<file path="config.mk">
export PLATFORM = sky130hd
export DESIGN_NAME = alu_seq
export DESIGN_NICKNAME = d
export VERILOG_FILES = /design/src/rtl/alu_seq.sv
export SDC_FILE = /design/constraint.sdc
export NUM_CORES = 1
export LEC_CHECK = 0
export CORE_MARGIN = 4
export CORE_UTILIZATION = 25
export DETAILED_ROUTE_END_ITERATION = 16
export PLACE_DENSITY_LB_ADDON = 0.05
export SETUP_SLACK_MARGIN = 0.05
export SYNTH_ARGS = -nofsm -noshare
export SYNTH_HDL_FRONTEND = slang
export SYNTH_SLANG_ARGS = --single-unit
</file>
<file path="constraint.sdc">
create_clock -name clk -period 5.7 [get_ports clk]
set_clock_uncertainty 0.1 [all_clocks]
set_input_delay 0.57 -clock clk [delete_from_list [all_inputs] [get_ports clk]]
set_output_delay 0.57 -clock clk [all_outputs]
set_load 0.01 [all_outputs]
</file>
<file path="src/rtl/alu_seq.sv">
// alu_seq: registered ALU. Operands and results each use a valid/ready handshake. Every op except MUL has 1-cycle latency; MUL is a WIDTH-cycle shift-add.
// Results hold while out_valid && !out_ready. in_ready is low during MUL and while an unconsumed result is stalled.
module alu_seq #(
  parameter int WIDTH = 32,
  parameter int CNT_W = $clog2(WIDTH)
) (
  input  logic             clk,
  input  logic             rst,
  input  logic             in_valid,
  output logic             in_ready,
  input  logic [WIDTH-1:0] a,
  input  logic [WIDTH-1:0] b,
  input  logic [2:0]       op,
  input  logic             uns,
  output logic             out_valid,
  input  logic             out_ready,
  output logic [WIDTH-1:0] result,
  output logic             cmp,
  output logic             ov,
  output logic             busy
);

  localparam logic [2:0] OP_AND = 3'b000;
  localparam logic [2:0] OP_OR  = 3'b001;
  localparam logic [2:0] OP_ADD = 3'b010;
  localparam logic [2:0] OP_SLT = 3'b011;
  localparam logic [2:0] OP_NOR = 3'b100;
  localparam logic [2:0] OP_XOR = 3'b101;
  localparam logic [2:0] OP_SUB = 3'b110;
  localparam logic [2:0] OP_MUL = 3'b111;

  typedef enum logic {IDLE, MUL} state_e;

  state_e               state_q, state_d;
  logic [CNT_W-1:0]     cnt_q, cnt_d;
  logic [2*WIDTH-1:0]   acc_q, acc_d;
  logic [2*WIDTH-1:0]   mcand_q, mcand_d;
  logic [WIDTH-1:0]     mplier_q, mplier_d;
  logic                 neg_q, neg_d;
  logic                 muns_q, muns_d;
  logic                 out_valid_q, out_valid_d;
  logic [WIDTH-1:0]     result_q, result_d;
  logic                 cmp_q, cmp_d;
  logic                 ov_q, ov_d;

  logic                 accept;
  logic [WIDTH:0]       sum_ext, dif_ext;
  logic                 lt_s, lt_u;
  logic [WIDTH-1:0]     alu_res;
  logic                 alu_ov;
  logic [WIDTH-1:0]     a_mag, b_mag;
  logic [2*WIDTH-1:0]   partial, acc_sum, prod;
  logic                 mul_ov;

  assign in_ready  = (state_q == IDLE) && (!out_valid_q || out_ready);
  assign accept    = in_valid && in_ready;
  assign out_valid = out_valid_q;
  assign result    = result_q;
  assign cmp       = cmp_q;
  assign ov        = ov_q;
  assign busy      = (state_q == MUL);

  assign sum_ext = {1'b0, a} + {1'b0, b};
  assign dif_ext = {1'b0, a} - {1'b0, b};
  assign lt_s    = $signed(a) < $signed(b);
  assign lt_u    = a < b;

  always_comb begin
    alu_res = '0;
    alu_ov  = 1'b0;
    case (op)
      OP_AND: alu_res = a & b;
      OP_OR:  alu_res = a | b;
      OP_ADD: begin
        alu_res = sum_ext[WIDTH-1:0];
        alu_ov  = uns ? sum_ext[WIDTH]
                      : (a[WIDTH-1] == b[WIDTH-1]) && (sum_ext[WIDTH-1] != a[WIDTH-1]);
      end
      OP_SLT: alu_res = {{(WIDTH-1){1'b0}}, (uns ? lt_u : lt_s)};
      OP_NOR: alu_res = ~(a | b);
      OP_XOR: alu_res = a ^ b;
      OP_SUB: begin
        alu_res = dif_ext[WIDTH-1:0];
        alu_ov  = uns ? dif_ext[WIDTH]
                      : (a[WIDTH-1] != b[WIDTH-1]) && (dif_ext[WIDTH-1] != a[WIDTH-1]);
      end
      default: alu_res = '0;
    endcase
  end

  // Signed multiply runs on magnitudes; the most negative value still fits as an unsigned magnitude.
  assign a_mag = (!uns && a[WIDTH-1]) ? -a : a;
  assign b_mag = (!uns && b[WIDTH-1]) ? -b : b;

  assign partial = mplier_q[0] ? mcand_q : '0;
  assign acc_sum = acc_q + partial;
  assign prod    = neg_q ? -acc_sum : acc_sum;
  assign mul_ov  = muns_q ? (|prod[2*WIDTH-1:WIDTH])
                          : !((&prod[2*WIDTH-1:WIDTH-1]) || !(|prod[2*WIDTH-1:WIDTH-1]));

  always_comb begin
    state_d     = state_q;
    cnt_d       = cnt_q;
    acc_d       = acc_q;
    mcand_d     = mcand_q;
    mplier_d    = mplier_q;
    neg_d       = neg_q;
    muns_d      = muns_q;
    out_valid_d = out_valid_q;
    result_d    = result_q;
    cmp_d       = cmp_q;
    ov_d        = ov_q;

    if (out_valid_q && out_ready) begin
      out_valid_d = 1'b0;
    end

    case (state_q)
      IDLE: begin
        if (accept) begin
          if (op == OP_MUL) begin
            state_d  = MUL;
            cnt_d    = CNT_W'(WIDTH - 1);
            acc_d    = '0;
            mcand_d  = {{WIDTH{1'b0}}, a_mag};
            mplier_d = b_mag;
            neg_d    = !uns && (a[WIDTH-1] ^ b[WIDTH-1]);
            muns_d   = uns;
          end else begin
            out_valid_d = 1'b1;
            result_d    = alu_res;
            cmp_d       = (alu_res == '0);
            ov_d        = alu_ov;
          end
        end
      end
      MUL: begin
        acc_d    = acc_sum;
        mcand_d  = mcand_q << 1;
        mplier_d = mplier_q >> 1;
        cnt_d    = cnt_q - CNT_W'(1);
        if (cnt_q == '0) begin
          state_d     = IDLE;
          out_valid_d = 1'b1;
          result_d    = prod[WIDTH-1:0];
          cmp_d       = (prod[WIDTH-1:0] == '0);
          ov_d        = mul_ov;
        end
      end
      default: state_d = IDLE;
    endcase
  end

  always_ff @(posedge clk or posedge rst) begin
    if (rst) begin
      state_q     <= IDLE;
      cnt_q       <= '0;
      acc_q       <= '0;
      mcand_q     <= '0;
      mplier_q    <= '0;
      neg_q       <= 1'b0;
      muns_q      <= 1'b0;
      out_valid_q <= 1'b0;
      result_q    <= '0;
      cmp_q       <= 1'b0;
      ov_q        <= 1'b0;
    end else begin
      state_q     <= state_d;
      cnt_q       <= cnt_d;
      acc_q       <= acc_d;
      mcand_q     <= mcand_d;
      mplier_q    <= mplier_d;
      neg_q       <= neg_d;
      muns_q      <= muns_d;
      out_valid_q <= out_valid_d;
      result_q    <= result_d;
      cmp_q       <= cmp_d;
      ov_q        <= ov_d;
    end
  end

endmodule

</file>
==> results of run 1 <==
==> cells in the final DEF, fill, tap and decap left out, types with 45 or more instances in the layout <==
cell,Yosys,layout
and2_1,87,87
nand2_1,367,365
nand4_1,45,45
ha_1,164,160
a21oi_1,226,222
xor2_1,49,49
a211oi_1,51,49
inv_1,125,123
a21o_1,47,47
nand3_1,60,58
dfrtp_1,203,200
nor3_1,58,55
o21ai_0,242,235
clkdlybuf4s50_1,0,105
xnor2_1,114,112
buf_4,0,591
nor2_1,241,238
==> layout make-up <==
type | count | share of cell area [%]
well taps | 1155 | 4.86
multi-input cells | 2403 | 53.9
inverters | 126 | 1.60
clock buffers | 47 | 3.11
clock inverters | 10 | 0.496
repair buffers | 706 | 18.9
flip-flops and latches | 203 | 17.1
==> how the worst max path moves through the flow <==
stage / start / to / cells after the start
after floorplan: mplier_q[0]$_DFFE_PP0P_ / ov$_DFFE_PP0P_ / 21
after global placement: mplier_q[0]$_DFFE_PP0P_ / ov$_DFFE_PP0P_ / 20
after detailed placement: mplier_q[0]$_DFFE_PP0P_ / ov$_DFFE_PP0P_ / 20
after CTS: mplier_q[0]$_DFFE_PP0P_ / ov$_DFFE_PP0P_ / 21
after global routing: mplier_q[0]$_DFFE_PP0P_ / ov$_DFFE_PP0P_ / 24
final: mplier_q[0]$_DFFE_PP0P_ / ov$_DFFE_PP0P_ / 22
==> sequential cells by signal (all words and copies together), names as in the netlist, 5 cells and up <==
register	flops
cnt_q	5
mcand_q	64
result	32
mplier_q	32
acc_q	64
==> power breakdown <==
part           leakage [nW]  switching, mW  total (mW)  internal [mW]
clock                 0.519          0.828        2.08           1.25
sequential             2.64          0.448        2.41           1.96
combinational          10.1           3.60        6.26           2.66
==> tightest hold or removal path, stage by stage <==
cell	delay, ps
clkdlybuf4s50_1	450
clkinvlp_4	110
buf_12	330
==> layer usage <==
layer / GRT usage (%) / up-vias
met5: 0 / -
met4: 3.61 / 0
met3: 1.89 / 82
met2: 36.1 / 467
met1: 31.4 / 11900
li1: - / 11800
==> metrics by stage <==
step,hold WS (ps),setup TNS [ps],area (um^2),cells,power (mW)
after floorplan,346,-18.9,22000,2913,5.54
after global placement,372,-1780,28300,4581,8.54
after detailed placement,371,-1600,28300,4581,8.55
after CTS,351,-231,29500,4641,10.8
after global routing,327,-489,29800,4650,11.5
final,229,-205,29800,4650,10.7
==> Yosys cell counts (37+ instances only) <==
| master | count | area, um^2 |
|---|---|---|
| a211oi_1 | 51 | 383 |
| a21o_1 | 47 | 353 |
| a21oi_1 | 226 | 1130 |
| and2_1 | 87 | 544 |
| clkbuf_1 | 160 | 601 |
| dfrtp_1 | 203 | 5080 |
| ha_1 | 164 | 2050 |
| inv_1 | 125 | 469 |
| mux2_2 | 37 | 417 |
| nand2_1 | 367 | 1380 |
| nand3_1 | 60 | 300 |
| nand4_1 | 45 | 282 |
| nor2_1 | 241 | 905 |
| nor3_1 | 58 | 290 |
| nor4_1 | 38 | 238 |
| o21ai_0 | 242 | 1210 |
| xnor2_1 | 114 | 998 |
| xor2_1 | 49 | 429 |
==> repair_timing <==
item,4_1_cts,5_1_grt
endpoints found under the hold margin,0,0
setup buffers,3,9
pin swaps,4,16
resized for setup,27,35
endpoints found under the setup margin,1,2
==> kinds of logic (layout without fill, tap and decap cells) <==
family | count (synthesis) | count (layout) | share of synthesized area (%)
buffers and inverters | 307 | 889 | 5.32
multiplexers | 59 | 59 | 2.99
XOR/XNOR | 163 | 163 | 6.52
flip-flops | 203 | 203 | 23.2
AO/OA/AOI/OAI | 957 | 957 | 29.0
AND/OR/NAND/NOR | 1057 | 1057 | 23.3
adder cells (fa/ha/maj) | 167 | 167 | 9.64
==> qor.yml, run 1 <==
synth:
  synth-seq-area-share_pct: 23.2
  yosysWarnings: 0
  syn_inst: 2913
  syn_avg_cell_area_um2: 7.52
  synth_edf_count: 0
  synth_cell_types: 103
  ys_ff_latch: 203
  syn_area_mm2: 0.0219
  synth_nets: 3152
  synthArstFlopShare_pct: 100
  ys.flop_type: "dfrtp_1"
critical_path:
  r2r_end: "ov$_DFFE_PP0P_"
  reg2reg_slack_ps: -200
  ff2ff_path_depth: 22
  cp_slowest_cell: "or4b_4"
  timing_worst_setup_path_type: "register to register"
  cp.arrival_ps: 6340
  cp-end-kind: "register"
  path_max_fanout: 6
  crit_buf_inv: 3
  critPathTopFamily: "simple AND/OR/NAND/NOR gates"
  max_stage_delay_ps: 590
  start_kind: "register"
  reg2reg_from: "mplier_q[0]$_DFFE_PP0P_"
  cp.required_ps: 6140
  worstPathCellList: "buf_12 -> and2_1 -> ha_2 -> inv_1 -> fa_2 -> nor2b_1 -> o2111a_2 -> or4_4 -> buf_6 -> a21oi_4 -> xnor2_2 -> or4b_4 -> nor3_4 -> nand4_1 -> or4_1 -> o31ai_2 -> xor2_1 -> or4_4 -> nor4_4 -> nand4_1 -> o31a_1 -> o221a_1"
power_and_ir_drop:
  ir_drop_mv: 0.240
  p_per_area_mw_per_mm2: 361
  leakagePower_nw: 13.3
global_route:
  grt_usage_pct: 21.8
  antenna_found_initial: 1
  grt_pass1_wl_mm: 158
  gr-total-overflow: 0
  grt_max_degree: 117
  grt_pass1_vias: 24400
clocking:
  clk_latency_ps: 660
  path_clk_slew_ps: 60
  cts_buffers: 31
  cts_tree: "done"
  htreeDepth: 1
  clockBufferDepth: 3
  hold_buffers: 0
  root_buffer: "clkbuf_16"
  numClockSinks: 203
floorplan:
  ioPinCount: 109
  dieArea_mm2: 0.0924
  initial_core_util_pct: 25.2
  die_w_um: 304
  row_count: 108
  core_mm2: 0.0869
  die_h_um: 304
timing:
  rsz0062_at_grt: "yes"
  relSlewSlack_pct: 21.5
  fin_ws_ps: -205
  slew_viol_final: 0
  setup_viol: 1
  tightest_slew_ps: 1180
  layout_min_cycle_time_ps: 5900
  hold_viol: 0
  fin_crit_sh_pct: 104
  max_freq_ghz: 0.169
route:
  drc: 0
  first_pass_iters: 6
  drt_iter0_drc: 1888
  viasPerCell: 5.21
  dr_wl_met3_mm: 3.08
  vias: 24200
  met2_wirelength_mm: 47.7
  routed_wl_mm: 105
  wl_per_cell_um: 22.5
  routed.top_layer: "met4"
  wl_met1_mm: 51.9
  final_antenna_net_count: 0
layout:
  seq_area_mm2: 0.00509
  drive_gt1_share_pct: 22.8
  fin_util_pct: 34.3
  syn_to_final_growth_pct: 35.8
  fillers: 9185
  multi_input_area_mm2: 0.0161
  final_nets: 3710
  antenna-diode-count: 0
status:
  violations: "setup timing"
  status: "finished with violations"
placement:
  io_buffers: 108
  detailedPlace.worstSlack_ps: -671
  dp_hpwl_mm: 83.7
  gp_congestion: 0.903
worst_hold_path:
  holdCritPathClass: "input pin to asynchronous set/reset pin"
run:
  cap_violations: 0
(Power assumes the default switching activity.)
==> inputs of run 2 (changes only) <==
--- a/config.mk
+++ b/config.mk
@@ -7,6 +7,7 @@
 export LEC_CHECK = 0
 export CORE_MARGIN = 4
 export CORE_UTILIZATION = 25
+export CTS_CLUSTER_DIAMETER = 200
 export DETAILED_ROUTE_END_ITERATION = 16
 export PLACE_DENSITY_LB_ADDON = 0.05
 export SETUP_SLACK_MARGIN = 0.05
==> constraint.sdc (replaced) <==
create_clock -name clk -period 7.2 [get_ports clk]
set_clock_uncertainty 0.1 [all_clocks]
set_input_delay 0.72 -clock clk [delete_from_list [all_inputs] [get_ports clk]]
set_output_delay 0.72 -clock clk [all_outputs]
set_load 0.01 [all_outputs]
==> run 2 against run 1 <==
  * The run now ends clean
  * Design area down 14%
  * First-iteration DRC count down 24%
  * Die area unchanged
  * Core utilization down 4.9 points
  * Via count down 8.2%
  * Critical path depth down 1
  * Hold slack better by 150 ps
  * Maximum frequency down 14%
  * Flip-flop and latch count unchanged
  * Final cell count down 11%
  * Sequential power down 21%
  * Largest cell class unchanged
==> qor.yml, run 2 (synthesized netlist as in run 1, its figures left out) <==
timing:
  max_freq_ghz: 0.146
  fin_tns_setup_ps: 0
  slew_viol_final: 0
  hold_slack_ps: 376
  tightest_slew_ps: 969
  layout_min_cycle_time_ps: 6830
  relSlewSlack_pct: 33.7
  rsz0062_at_grt: "no"
  fin_ws_ps: 366
  fin_crit_sh_pct: 94.9
  setup_viol: 0
  hold_viol: 0
critical_path:
  cp-end-kind: "register"
  max_stage_delay_ps: 630
  ff2ff_path_depth: 21
  reg2reg_slack_ps: 370
  cp.required_ps: 7590
  cp_slowest_cell: "or4b_1"
  timing_worst_setup_path_type: "register to register"
  start_kind: "register"
  path_max_fanout: 61
  cp.arrival_ps: 7230
  r2r_end: "ov$_DFFE_PP0P_"
  worstPathCellList: "buf_12 -> and2_1 -> ha_1 -> a21oi_1 -> o211ai_1 -> o21a_1 -> or4b_1 -> o21a_1 -> o211a_1 -> a2111oi_0 -> buf_4 -> o21ai_0 -> buf_4 -> or3_1 -> o41ai_2 -> xor2_1 -> nand3_1 -> nor4_1 -> nand4_1 -> o31a_1 -> o221a_1"
  reg2reg_from: "mplier_q[0]$_DFFE_PP0P_"
power_and_ir_drop:
  leakagePower_nw: 10.7
  combPwrFrac_pct: 53.1
  internal_power_mw: 4.08
  pwr-share-clk_pct: 22.1
  p_per_area_mw_per_mm2: 299
  ir_drop_mv: 0.182
  switching_share_pct: 46.5
  seqPwrFrac_pct: 24.8
  p_sw_mw: 3.55
route:
  wl_per_cell_um: 23.0
  final_antenna_net_count: 0
  viasPerCell: 5.39
  drt_iter0_drc: 1442
  drc: 0
  first_pass_iters: 6
  routed_wl_mm: 95.1
  vias: 22300
placement:
  io_buffers: 108
  detailedPlace.worstSlack_ps: 464
  placed_cells: 4075
  dp_hpwl_mm: 73.6
  gp_congestion: 0.864
layout:
  drive_gt1_share_pct: 7.56
  syn_to_final_growth_pct: 16.4
  final_cell_count_no_fill: 4130
  reg.largest.list: "acc_q (64), mcand_q (64)"
  fin_util_pct: 29.3
  antenna-diode-count: 0
  final_nets: 3191
  layout_commonest_cell: "nand2_1"
  layout_common_cells: "nand2_1, o21ai_0, nor2_1, a21oi_1, dfrtp_1"
clocking:
  root_buffer: "clkbuf_16"
  htreeDepth: 1
  clockBufferDepth: 3
  postCtsSetupBuffers: 0
  cts_tree: "done"
  cts-resized-gates: 0
  numClockSinks: 203
  path_clk_slew_ps: 60
  cts_buffers: 30
  hold_buffers: 0
  clk_latency_ps: 610
worst_hold_path:
  holdCritPathClass: "register to register"
  min_from: "result[27]$_DFFE_PP0P_"
  worst_hold_path.endpoint: "result[27]$_DFFE_PP0P_"
  min_path_cells: 2
floorplan:
  ioPinCount: 109
  die_h_um: 304
  initial_core_util_pct: 25.2
  core_mm2: 0.0869
  dieArea_mm2: 0.0924
  die_w_um: 304
  row_count: 108
global_route:
  grt_usage_pct: 19.7
  grt_max_degree: 84
  grt_pass1_vias: 22500
  grt_pass1_wl_mm: 144
  antenna_found_initial: 1
  gr-total-overflow: 0
status:
  status: "finished clean"
run:
  cap_violations: 0
[run 2: final cells by class]
class                   instances  area [um^2]
multi-input cells            2403        15700
flip-flops and latches        203         5080
well taps                    1155         1450
fillers                      9496        61400
clock buffers                  43          891
inverters                     126          480
repair buffers                188         1680
clock inverters                12          218
[run 2: metrics by stage]
step / power (mW) / instance area (um^2)
after floorplan: 4.35 / 21900
after global placement: 6.00 / 24400
after detailed placement: 5.99 / 24400
after CTS: 7.76 / 25500
after global routing: 8.22 / 25500
final: 7.63 / 25500
[run 2: how the worst max path moves through the flow]
stage	start	end	slack, ps	cells past startpoint
finish	mplier_q[0]$_DFFE_PP0P_	ov$_DFFE_PP0P_	370	21
global route	mplier_q[0]$_DFFE_PP0P_	ov$_DFFE_PP0P_	50	19
CTS	mplier_q[0]$_DFFE_PP0P_	ov$_DFFE_PP0P_	430	21
detailed placement	mplier_q[0]$_DFFE_PP0P_	ov$_DFFE_PP0P_	460	21
global placement	mplier_q[0]$_DFFE_PP0P_	ov$_DFFE_PP0P_	490	21
floorplan	rst	acc_q[0]$_DFFE_PP0P_	840	1
[run 2: layer usage]
layer	vias up	GRT usage (%)	part of all wire (%)
li1	10700	-	-
met1	10900	25.6	45
met2	469	34.9	49
met3	110	1.98	3.2
met4	0	5.26	3.0
met5	-	0	0
[run 2: power by group through the flow]
stage	Sequential [mW]	Clock [mW]	Combinational (mW)
2_1_floorplan	1.80	0	2.55
3_3_place_gp	1.92	0	4.08
3_5_place_dp	1.91	0	4.07
4_1_cts	1.90	1.76	4.10
5_1_grt	1.95	1.79	4.47
6_report	1.90	1.68	4.05
[run 2: critical path: cells and delay by family, from the launching register on]
kind	cells	cell delay, ps
simple gates	6	1790
buf+inv	3	570
fa+ha+maj	1	420
xor+xnor	1	270
compound gates	10	3040
flops	1	430
